File: src/rtl/pdm_pkg.sv
// Shared constants, sample type and helpers for the PDM microphone decimator.
package pdm_pkg;

   localparam int CLK_HALF_DEF   = 25;
   localparam int DECIM_DEF      = 64;
   localparam int PEAK_DECAY_DEF = 16;

   typedef logic signed [7:0] pcm_t;

   // Magnitude of a sample; the window arithmetic never produces -128.
   function automatic logic [7:0] pcm_abs(input pcm_t v);
      logic [7:0] u;
      u = v;
      return u[7] ? (~u + 8'd1) : u;
   endfunction

endpackage

File: src/rtl/pdm_clk_gen.sv
// Microphone clock divider; also flags the clk_i cycle that ends with m_clk falling.
module pdm_clk_gen
   import pdm_pkg::*;
#(
   parameter int CLK_HALF = CLK_HALF_DEF
) (
   input  logic i_clk,
   input  logic i_rst_n,
   input  logic i_en,
   output logic o_m_clk,
   output logic o_fall
);

   localparam int DW = (CLK_HALF > 1) ? $clog2(CLK_HALF) : 1;

   logic [DW-1:0] r_div;
   logic          r_m_clk;
   logic          w_wrap;

   assign w_wrap = (r_div == DW'(CLK_HALF - 1));

   // NOTE: non-blocking assignments so every flop samples pre-edge values.
   always_ff @(posedge i_clk or negedge i_rst_n) begin
      if (!i_rst_n) begin
         r_div   <= '0;
         r_m_clk <= 1'b0;
      end else if (!i_en) begin
         r_div   <= '0;
         r_m_clk <= 1'b0;
      end else if (w_wrap) begin
         r_div   <= '0;
         r_m_clk <= ~r_m_clk;
      end else begin
         r_div <= r_div + 1'b1;
      end
   end

   assign o_m_clk = r_m_clk;
   assign o_fall  = i_en & r_m_clk & w_wrap;

endmodule

File: src/rtl/pdm_decimator.sv
// PDM-to-PCM decimator: counts ones over DECIM microphone bits per sample.
// Optional decaying peak meter enabled by defining PDM_PEAK_HOLD_EN.
module pdm_decimator
   import pdm_pkg::*;
#(
   parameter int CLK_HALF   = CLK_HALF_DEF,
   parameter int DECIM      = DECIM_DEF,
   parameter int PEAK_DECAY = PEAK_DECAY_DEF
) (
   input  logic       clk_i,
   input  logic       rst_ni,
   input  logic       en_i,
   input  logic       m_data_i,
   output logic       m_clk_o,
   output logic       m_lrsel_o,
   output logic [7:0] pcm_o,
   output logic [7:0] mag_o,
   output logic       valid_o,
   output logic [7:0] peak_o
);

   localparam int OW = $clog2(DECIM + 1);
   localparam int BW = $clog2(DECIM);

   if (DECIM < 4 || DECIM > 128 || (DECIM & (DECIM - 1)) != 0 || CLK_HALF < 1 || PEAK_DECAY < 1)
   begin : g_bad_param
      $error("pdm_decimator: illegal CLK_HALF, DECIM or PEAK_DECAY");
   end

   logic          w_fall;
   logic          r_sync1;
   logic          r_sync2;
   logic [OW-1:0] r_ones;
   logic [BW-1:0] r_bits;
   logic          r_done;
   pcm_t          r_pcm;
   logic [7:0]    r_mag;
   logic          r_valid;
   logic [8:0]    w_diff;
   pcm_t          w_pcm_next;

   pdm_clk_gen #(.CLK_HALF(CLK_HALF)) u_clk_gen (
      .i_clk   (clk_i),
      .i_rst_n (rst_ni),
      .i_en    (en_i),
      .o_m_clk (m_clk_o),
      .o_fall  (w_fall)
   );

   // m_data_i changes on the microphone's own timing, so it is resynchronized first.
   always_ff @(posedge clk_i or negedge rst_ni) begin
      if (!rst_ni) begin
         r_sync1 <= 1'b0;
         r_sync2 <= 1'b0;
      end else begin
         r_sync1 <= m_data_i;
         r_sync2 <= r_sync1;
      end
   end

   assign w_diff     = 9'(r_ones) - 9'(DECIM / 2);
   assign w_pcm_next = pcm_t'(w_diff[7:0]);

   // r_done marks a full window; the sample is published one cycle after its last bit.
   always_ff @(posedge clk_i or negedge rst_ni) begin
      if (!rst_ni) begin
         r_ones  <= '0;
         r_bits  <= '0;
         r_done  <= 1'b0;
         r_pcm   <= '0;
         r_mag   <= '0;
         r_valid <= 1'b0;
      end else begin
         r_valid <= 1'b0;
         if (!en_i) begin
            r_ones <= '0;
            r_bits <= '0;
            r_done <= 1'b0;
         end else if (r_done) begin
            r_pcm   <= w_pcm_next;
            r_mag   <= pcm_abs(w_pcm_next);
            r_valid <= 1'b1;
            r_ones  <= '0;
            r_bits  <= '0;
            r_done  <= 1'b0;
         end else if (w_fall) begin
            r_ones <= r_ones + OW'(r_sync2);
            if (r_bits == BW'(DECIM - 1)) begin
               r_done <= 1'b1;
            end else begin
               r_bits <= r_bits + 1'b1;
            end
         end
      end
   end

   assign m_lrsel_o = 1'b0;
   assign pcm_o     = r_pcm;
   assign mag_o     = r_mag;
   assign valid_o   = r_valid;

`ifdef PDM_PEAK_HOLD_EN
   localparam int DCW = (PEAK_DECAY > 1) ? $clog2(PEAK_DECAY) : 1;

   logic [7:0]     r_peak;
   logic [DCW-1:0] r_decay;

   // A fresh peak restarts the decay interval.
   always_ff @(posedge clk_i or negedge rst_ni) begin
      if (!rst_ni) begin
         r_peak  <= '0;
         r_decay <= '0;
      end else if (r_valid) begin
         if (r_mag > r_peak) begin
            r_peak  <= r_mag;
            r_decay <= '0;
         end else if (r_decay == DCW'(PEAK_DECAY - 1)) begin
            r_decay <= '0;
            if (r_peak != 8'd0) begin
               r_peak <= r_peak - 1'b1;
            end
         end else begin
            r_decay <= r_decay + 1'b1;
         end
      end
   end

   assign peak_o = r_peak;
`else
   assign peak_o = 8'h00;
`endif

endmodule

File: config.mk
export PLATFORM = sky130hd
export DESIGN_NAME = pdm_decimator
export DESIGN_NICKNAME = d
export VERILOG_FILES = /design/src/rtl/pdm_pkg.sv /design/src/rtl/pdm_clk_gen.sv /design/src/rtl/pdm_decimator.sv
export SDC_FILE = /design/constraint.sdc
export NUM_CORES = 1
export LEC_CHECK = 0
export CORE_MARGIN = 2
export CORE_UTILIZATION = 45
export CTS_CLUSTER_SIZE = 10
export DETAILED_ROUTE_END_ITERATION = 16
export DONT_BUFFER_PORTS = 1
export PLACE_DENSITY = 0.72
export REMOVE_ABC_BUFFERS = 1
export SLEW_MARGIN = 20
export SYNTH_ARGS = -nofsm -noshare
export SYNTH_HDL_FRONTEND = slang
export SYNTH_SLANG_ARGS = --single-unit
File: constraint.sdc
create_clock -name clk_i -period 2.34 [get_ports clk_i]
set_input_delay 0.702 -clock clk_i [delete_from_list [all_inputs] [get_ports clk_i]]
set_output_delay 0.702 -clock clk_i [all_outputs]
set_load 0.005 [all_outputs]
# Word level (Yosys, flattened, before mapping)
# Index checks and enable logic that the tools add are counted.
[op_classes] muxes=18 n_reduce_logical=2 n_eq_ne=5 addsub=5 bitwise_logic=4
[op_table] operator="6-bit two-way mux" count=4
[op_table] operator="7-bit two-way mux" count=3
[op_table] operator="5-bit two-way mux" count=2
[op_table] operator="8-bit by 1-bit adder with 8-bit output, second input constant" count=1
[op_table] operator="1-bit two-way mux" count=8
[op_table] operator="8-bit two-way mux" count=1
[op_table] operator="8-bit NOT" count=1
[op_table] operator="7-bit by 6-bit subtractor with 8-bit output, second input constant" count=1
[op_table] operator="7-bit by 1-bit adder with 7-bit output" count=1
[op_table] operator="6-bit by 1-bit adder with 6-bit output, second input constant" count=1
[op_table] operator="6-bit equality test, second input constant" count=1
[op_table] operator="5-bit by 1-bit adder with 5-bit output, second input constant" count=1
[op_table] operator="5-bit equality test, second input constant" count=1
[op_table] operator="2-bit AND reduction" count=2
[op_table] operator="3-bit by 1-bit != test with 1-bit output, second input constant" count=1
[op_table] operator="3-bit != test, second input constant" count=1
[op_table] operator="1-bit AND" count=2
[op_table] operator="2-bit by 1-bit != test with 1-bit output, second input constant" count=1
[op_table] operator="1-bit NOT" count=1
[totals] ff_bits=39 in_bits=4 output_inout_bits=27

# Logic depth before layout (Yosys ltp)
[depth] ltp_word=5 ltp_mapped=7 mapped_depth_nobuf=6

# Cells and area by module
# Synthesis repeated with hierarchy kept, for this count alone.
[hier_totals] hier_cells=187 area_unflattened_um2=1905.6
[modules_own_cells] module="pdm_decimator" area_per_inst_um2=1586.5 instances=1 seq_area_each_um2=800.8 cells_each=156
[modules_own_cells] module="pdm_clk_gen" area_per_inst_um2=319.1 instances=1 seq_area_each_um2=150.1 cells_each=31

# Worst setup path after synthesis
# No wires, ideal clock.
[synth_timing] path_type="flip-flop to flip-flop" startpoint="register u_clk_gen.r_div[0]" endpoint="register r_bits[5]" setup_time_ns=0.078 stages_incl_launch_ff=7 required_time_ns=2.262 arrival_time_ns=1.581 slack_ns=0.681 path_cell_list="dfrtp_1 -> inv_1 -> ha_1 -> and4b_1 -> nand2_2 -> or4_1 -> a21oi_1"
[synth_via] elab_chain_cells=4
[synth_rtl] element="start: declaration" line="pdm_clk_gen.sv:16" rtl="logic [DW-1:0] r_div;"
[synth_rtl] element="start signal: assignment" line="pdm_clk_gen.sv:34" rtl="r_div <= r_div + 1'b1;"
[synth_rtl] element="5-bit equality test" line="pdm_clk_gen.sv:20" rtl="assign w_wrap = (r_div == DW'(CLK_HALF - 1));"
[synth_rtl] element="1-bit AND" line="pdm_clk_gen.sv:39" rtl="assign o_fall = i_en & r_m_clk & w_wrap;"
[synth_rtl] element="3-bit by 1-bit != test with 1-bit output (no source line)"
[synth_rtl] element="2-bit AND reduction (no source line)"
[synth_rtl] element="end signal: assignment" line="pdm_decimator.sv:91" rtl="r_bits <= r_bits + 1'b1;"
[synth_rtl] element="end: declaration" line="pdm_decimator.sv:34" rtl="logic [BW-1:0] r_bits;"
# Every way passes these cells.
# A chain may end at the register's enable or synchronous reset.

# Worst setup path in the final report
[layout_timing] startpoint="register u_clk_gen.r_div[0]" endpoint="register r_bits[3]"
# Same word-level chain as after synthesis.

==> results.txt <==
- Net switching is about 22% of the power.
- The count of final max-slew check failures was 0.
- Worst reg2reg path endpoint: r_bits[3]
- Reg clk slew, reported paths: about 0.080 ns
- Global-route wire length before repair: approximately 4.9 mm
* RSZ-0062 raised after global routing: false
- Leading post-synthesis cells by instance count: 38 x sky130_fd_sc_hd__dfrtp_1, 18 x sky130_fd_sc_hd__nand2_1, 15 x sky130_fd_sc_hd__o21ai_0
* Clock power frac: 39.3%
- The clock arrives with around 0.0081 ns of skew.
* Initial antenna violation count: 0
* Root Buffer Master: sky130_fd_sc_hd__clkbuf_8
- Per report_power, the combinational group accounts for under 10% of the total.
- Setup slack on the worst reg-to-reg path comes out at around 0.49 ns.
- Gr ovfl total: 0
* Maximum clock path buffer count: 2
* Total number of vias: roughly 1,200
* Synth-to-layout area growth: 4.627%
- Measured along the x axis, the die boundary spans between 60 and 70 um.
* Leakage Power: just over 0.0009 uW
* I/O pin count: 31
* Tot Pwr: about 1200 uW
- Syn. warnings: 0
* Number of storage elements in the synthesis netlist: 38
* Top area cells in the synthesized netlist: sky130_fd_sc_hd__dfrtp_1 50%, sky130_fd_sc_hd__ha_1 5.3%, sky130_fd_sc_hd__buf_4 4.0%
- The detailed router finished its first iteration with between 60 and 70 violations.
- Worst Tran Pin Value: 0.6215 ns
- Setup TNS: 0 ns
- Path type of the worst setup path: reg -> reg
* Dominant register cell in the synthesized netlist: sky130_fd_sc_hd__dfrtp_1
- Worst slew margin: 58.47%
- After detailed routing, the number of vias per cell comes to around 5.1.
* IR Drop Worst-Case VDD: between 0.0003 and 0.0004 V
- Wires add up to ~3.1 mm.
- Post-route DRC: 0
* Required time at the worst-slack endpoint: between 2 and 3 ns
- Leading area contributor after synthesis: sky130_fd_sc_hd__dfrtp_1
* GR Util All Layers: ~15%
- Initial Utilization: 46.99%
- Weighted congestion at the end of routability-driven global placement: just over 0.8
- Endpoint arrival time on the critical path: slightly above 2 ns
- The internal power of the cells totals between 900 and 1000 uW.
- For this run, the detailed router's first-pass iteration total came to 4.
- The share of the Yosys chip area taken by registers is about half.
- Count of nets left with antenna violations after detail routing: 0
* CP Launch Type: flip-flop
- 0 antenna diodes ended up in the layout.
- Post-synthesis area per instance: roughly 10 um^2
- The floorplan has 23 rows.
- EDFF count, synth: 0
* Number of port buffers: 0
- Detailed placement ended at an HPWL of 2.128 mm.
- The worst path needs 1.853 ns of the cycle, external delays included.
- The via count of the first global-routing pass is ~1,100.
- Height of the chip: around 70 um
* Area of the mapped netlist: between 1500 and 2000 um^2
* Status: finished clean
- Most frequent cell after synthesis: sky130_fd_sc_hd__dfrtp_1
- The final layout contains between 150 and 200 nets.
- Critical path origin: u_clk_gen.r_div[0]
- After layout, the worst path uses about four fifths of the clock period.
- In this run the critical register-to-register path is launched from u_clk_gen.r_div[0].
* Core area: about 4000 um^2
- TritonCTS built the clock tree.
- Type of the worst min-delay path: in -> async
- For this design, the CTS-stage hold fixing added 0 buffers.
* Critical-path maximum fanout: 5
* Final setup viols: 0
- Average wire per standard cell: about 13 um
- Count of cells along the worst register-to-register path: 6
- For this design the total switching power over the nets is between 200 and 300 uW.
- Counting flops with an async set or reset pin after synthesis yields a share of between 90% and 100%.
* H-Tree Level Count: 2
* Die footprint: between 4000 and 5000 um^2
- Number of sinks handled by clock tree synthesis: 38
- After clock tree synthesis, the setup repair step added 0 buffers.
* F_max: 539.5 MHz
* Power density cells: between 500 and 600 nW/um^2
- The post-route netlist has 7.447% of its cells at a drive strength greater than 1.
- Count of cell types in the netlist: 37
- Max-cap violations in this run came to 0.
- Entering global routing, the biggest net connects 39 pins.
- Total CTS buffers: 5
* Synthesized netlist cell count: roughly 190
* Cts repair resizes: 0
* Endpoint class of the critical path: flip-flop
- Flop pwr share: between 50% and 60%
* Clock Latency Late Sink: 0.29 ns
* Total count of hold-check failures in the final report: 0
* Area share of the leading cell type in the synthesized netlist: approximately half
[worst max-delay path: stages (launching register included)]
cell and delay, ns:
sky130_fd_sc_hd__dfrtp_1 0.41, sky130_fd_sc_hd__inv_1 0.07, sky130_fd_sc_hd__ha_1 0.20, sky130_fd_sc_hd__and4b_1 0.30, sky130_fd_sc_hd__o211ai_1 0.24, sky130_fd_sc_hd__or3_1 0.41
sky130_fd_sc_hd__a21oi_1 0.14
[placed cells by master, fill, tap and decap left out, types with 2 or more instances in the layout]
| master | n |
|---|---|
| sky130_fd_sc_hd__o21ai_0 | 15 |
| sky130_fd_sc_hd__nand4_1 | 3 |
| sky130_fd_sc_hd__xnor2_1 | 7 |
| sky130_fd_sc_hd__dfrtp_1 | 38 |
| sky130_fd_sc_hd__clkbuf_8 | 6 |
| sky130_fd_sc_hd__mux2_2 | 4 |
| sky130_fd_sc_hd__nand2_1 | 18 |
| sky130_fd_sc_hd__or3_1 | 2 |
| sky130_fd_sc_hd__conb_1 | 9 |
| sky130_fd_sc_hd__a21oi_1 | 7 |
| sky130_fd_sc_hd__buf_4 | 2 |
| sky130_fd_sc_hd__and3_1 | 2 |
| sky130_fd_sc_hd__ha_1 | 8 |
| sky130_fd_sc_hd__inv_1 | 9 |
| sky130_fd_sc_hd__nor2b_1 | 4 |
| sky130_fd_sc_hd__and2_1 | 5 |
| sky130_fd_sc_hd__o31ai_1 | 3 |
| sky130_fd_sc_hd__nand2b_1 | 3 |
| sky130_fd_sc_hd__mux2i_1 | 3 |
| sky130_fd_sc_hd__nand3_1 | 8 |
| sky130_fd_sc_hd__nor2_1 | 10 |
| sky130_fd_sc_hd__xor2_1 | 7 |
[cell type report]
class | instances | area [um^2]
Clock buffer | 7 | 86.33
Inverter | 9 | 33.78
Tap cell | 50 | 62.56
Sequential cell | 38 | 950.9
Fill cell | 369 | 2048
Clock inverter | 1 | 5.005
Timing Repair Buffer | 2 | 15.01
Multi-Input combinational cell | 131 | 827.0
[flip-flops by register name (all words and copies together), names as in the netlist]
signal	count
u_clk_gen.o_m_clk	1
pcm_o	8
mag_o	7
u_clk_gen.r_div	5
r_sync1	1
valid_o	1
r_sync2	1
r_bits	6
r_done	1
r_ones	7
[power by group through the flow]
| stage | clock, uW | combinational [uW] | sequential, uW |
|---|---|---|---|
| 3_5_place_dp | 0 | 29.9 | 696 |
| 2_1_floorplan | 0 | 23.9 | 693 |
| 5_1_grt | 503 | 34.8 | 685 |
| 6_report | 461 | 29.6 | 683 |
| 4_1_cts | 477 | 29.7 | 683 |
| 3_3_place_gp | 0 | 27.1 | 695 |
[routing by layer]
metal | GRT usage, % | up-vias | part of all wire, %
met3 | 4.870 | 4 | 5.0
li1 | - | 613 | -
met5 | 0 | - | 0
met2 | 24.52 | 25 | 49
met4 | 8.824 | 0 | 1.9
met1 | 16.51 | 579 | 44
[how the worst max path moves through the flow]
stage | to | slack (ns)
final | r_bits[3] | 0.49
after CTS | r_bits[3] | 0.49
after global placement | r_bits[3] | 0.59
after detailed placement | r_bits[3] | 0.51
after global routing | r_bits[3] | 0.38
after floorplan | r_bits[3] | 0.45
[per-stage QoR]
stage,cell area [um^2],worst slack (ns),util [%],cells,hold slack (ns)
2_1_floorplan,1812,0.4475,-,178,0.3312
3_3_place_gp,1889,0.5935,46.89,230,0.3351
3_5_place_dp,1889,0.5135,46.89,230,0.3378
4_1_cts,1981,0.4851,49.16,238,0.08776
5_1_grt,1981,0.3772,49.16,238,0.08116
6_report,1981,0.4866,49.16,238,0.09768
[cells by family after synthesis]
kind of cell / Yosys count / synth area share [%]
xor gates and xnor gates: 14 / 6.477
and+or+nand+nor: 63 / 17.05
buffers and inverters: 28 / 7.666
adders and majority gates: 8 / 5.288
DFF: 38 / 50.23
AOI/OAI and AO/OA: 30 / 9.121
muxes: 7 / 3.966
other: 1 / 0.1981
Power figures use the tool's default switching activity.
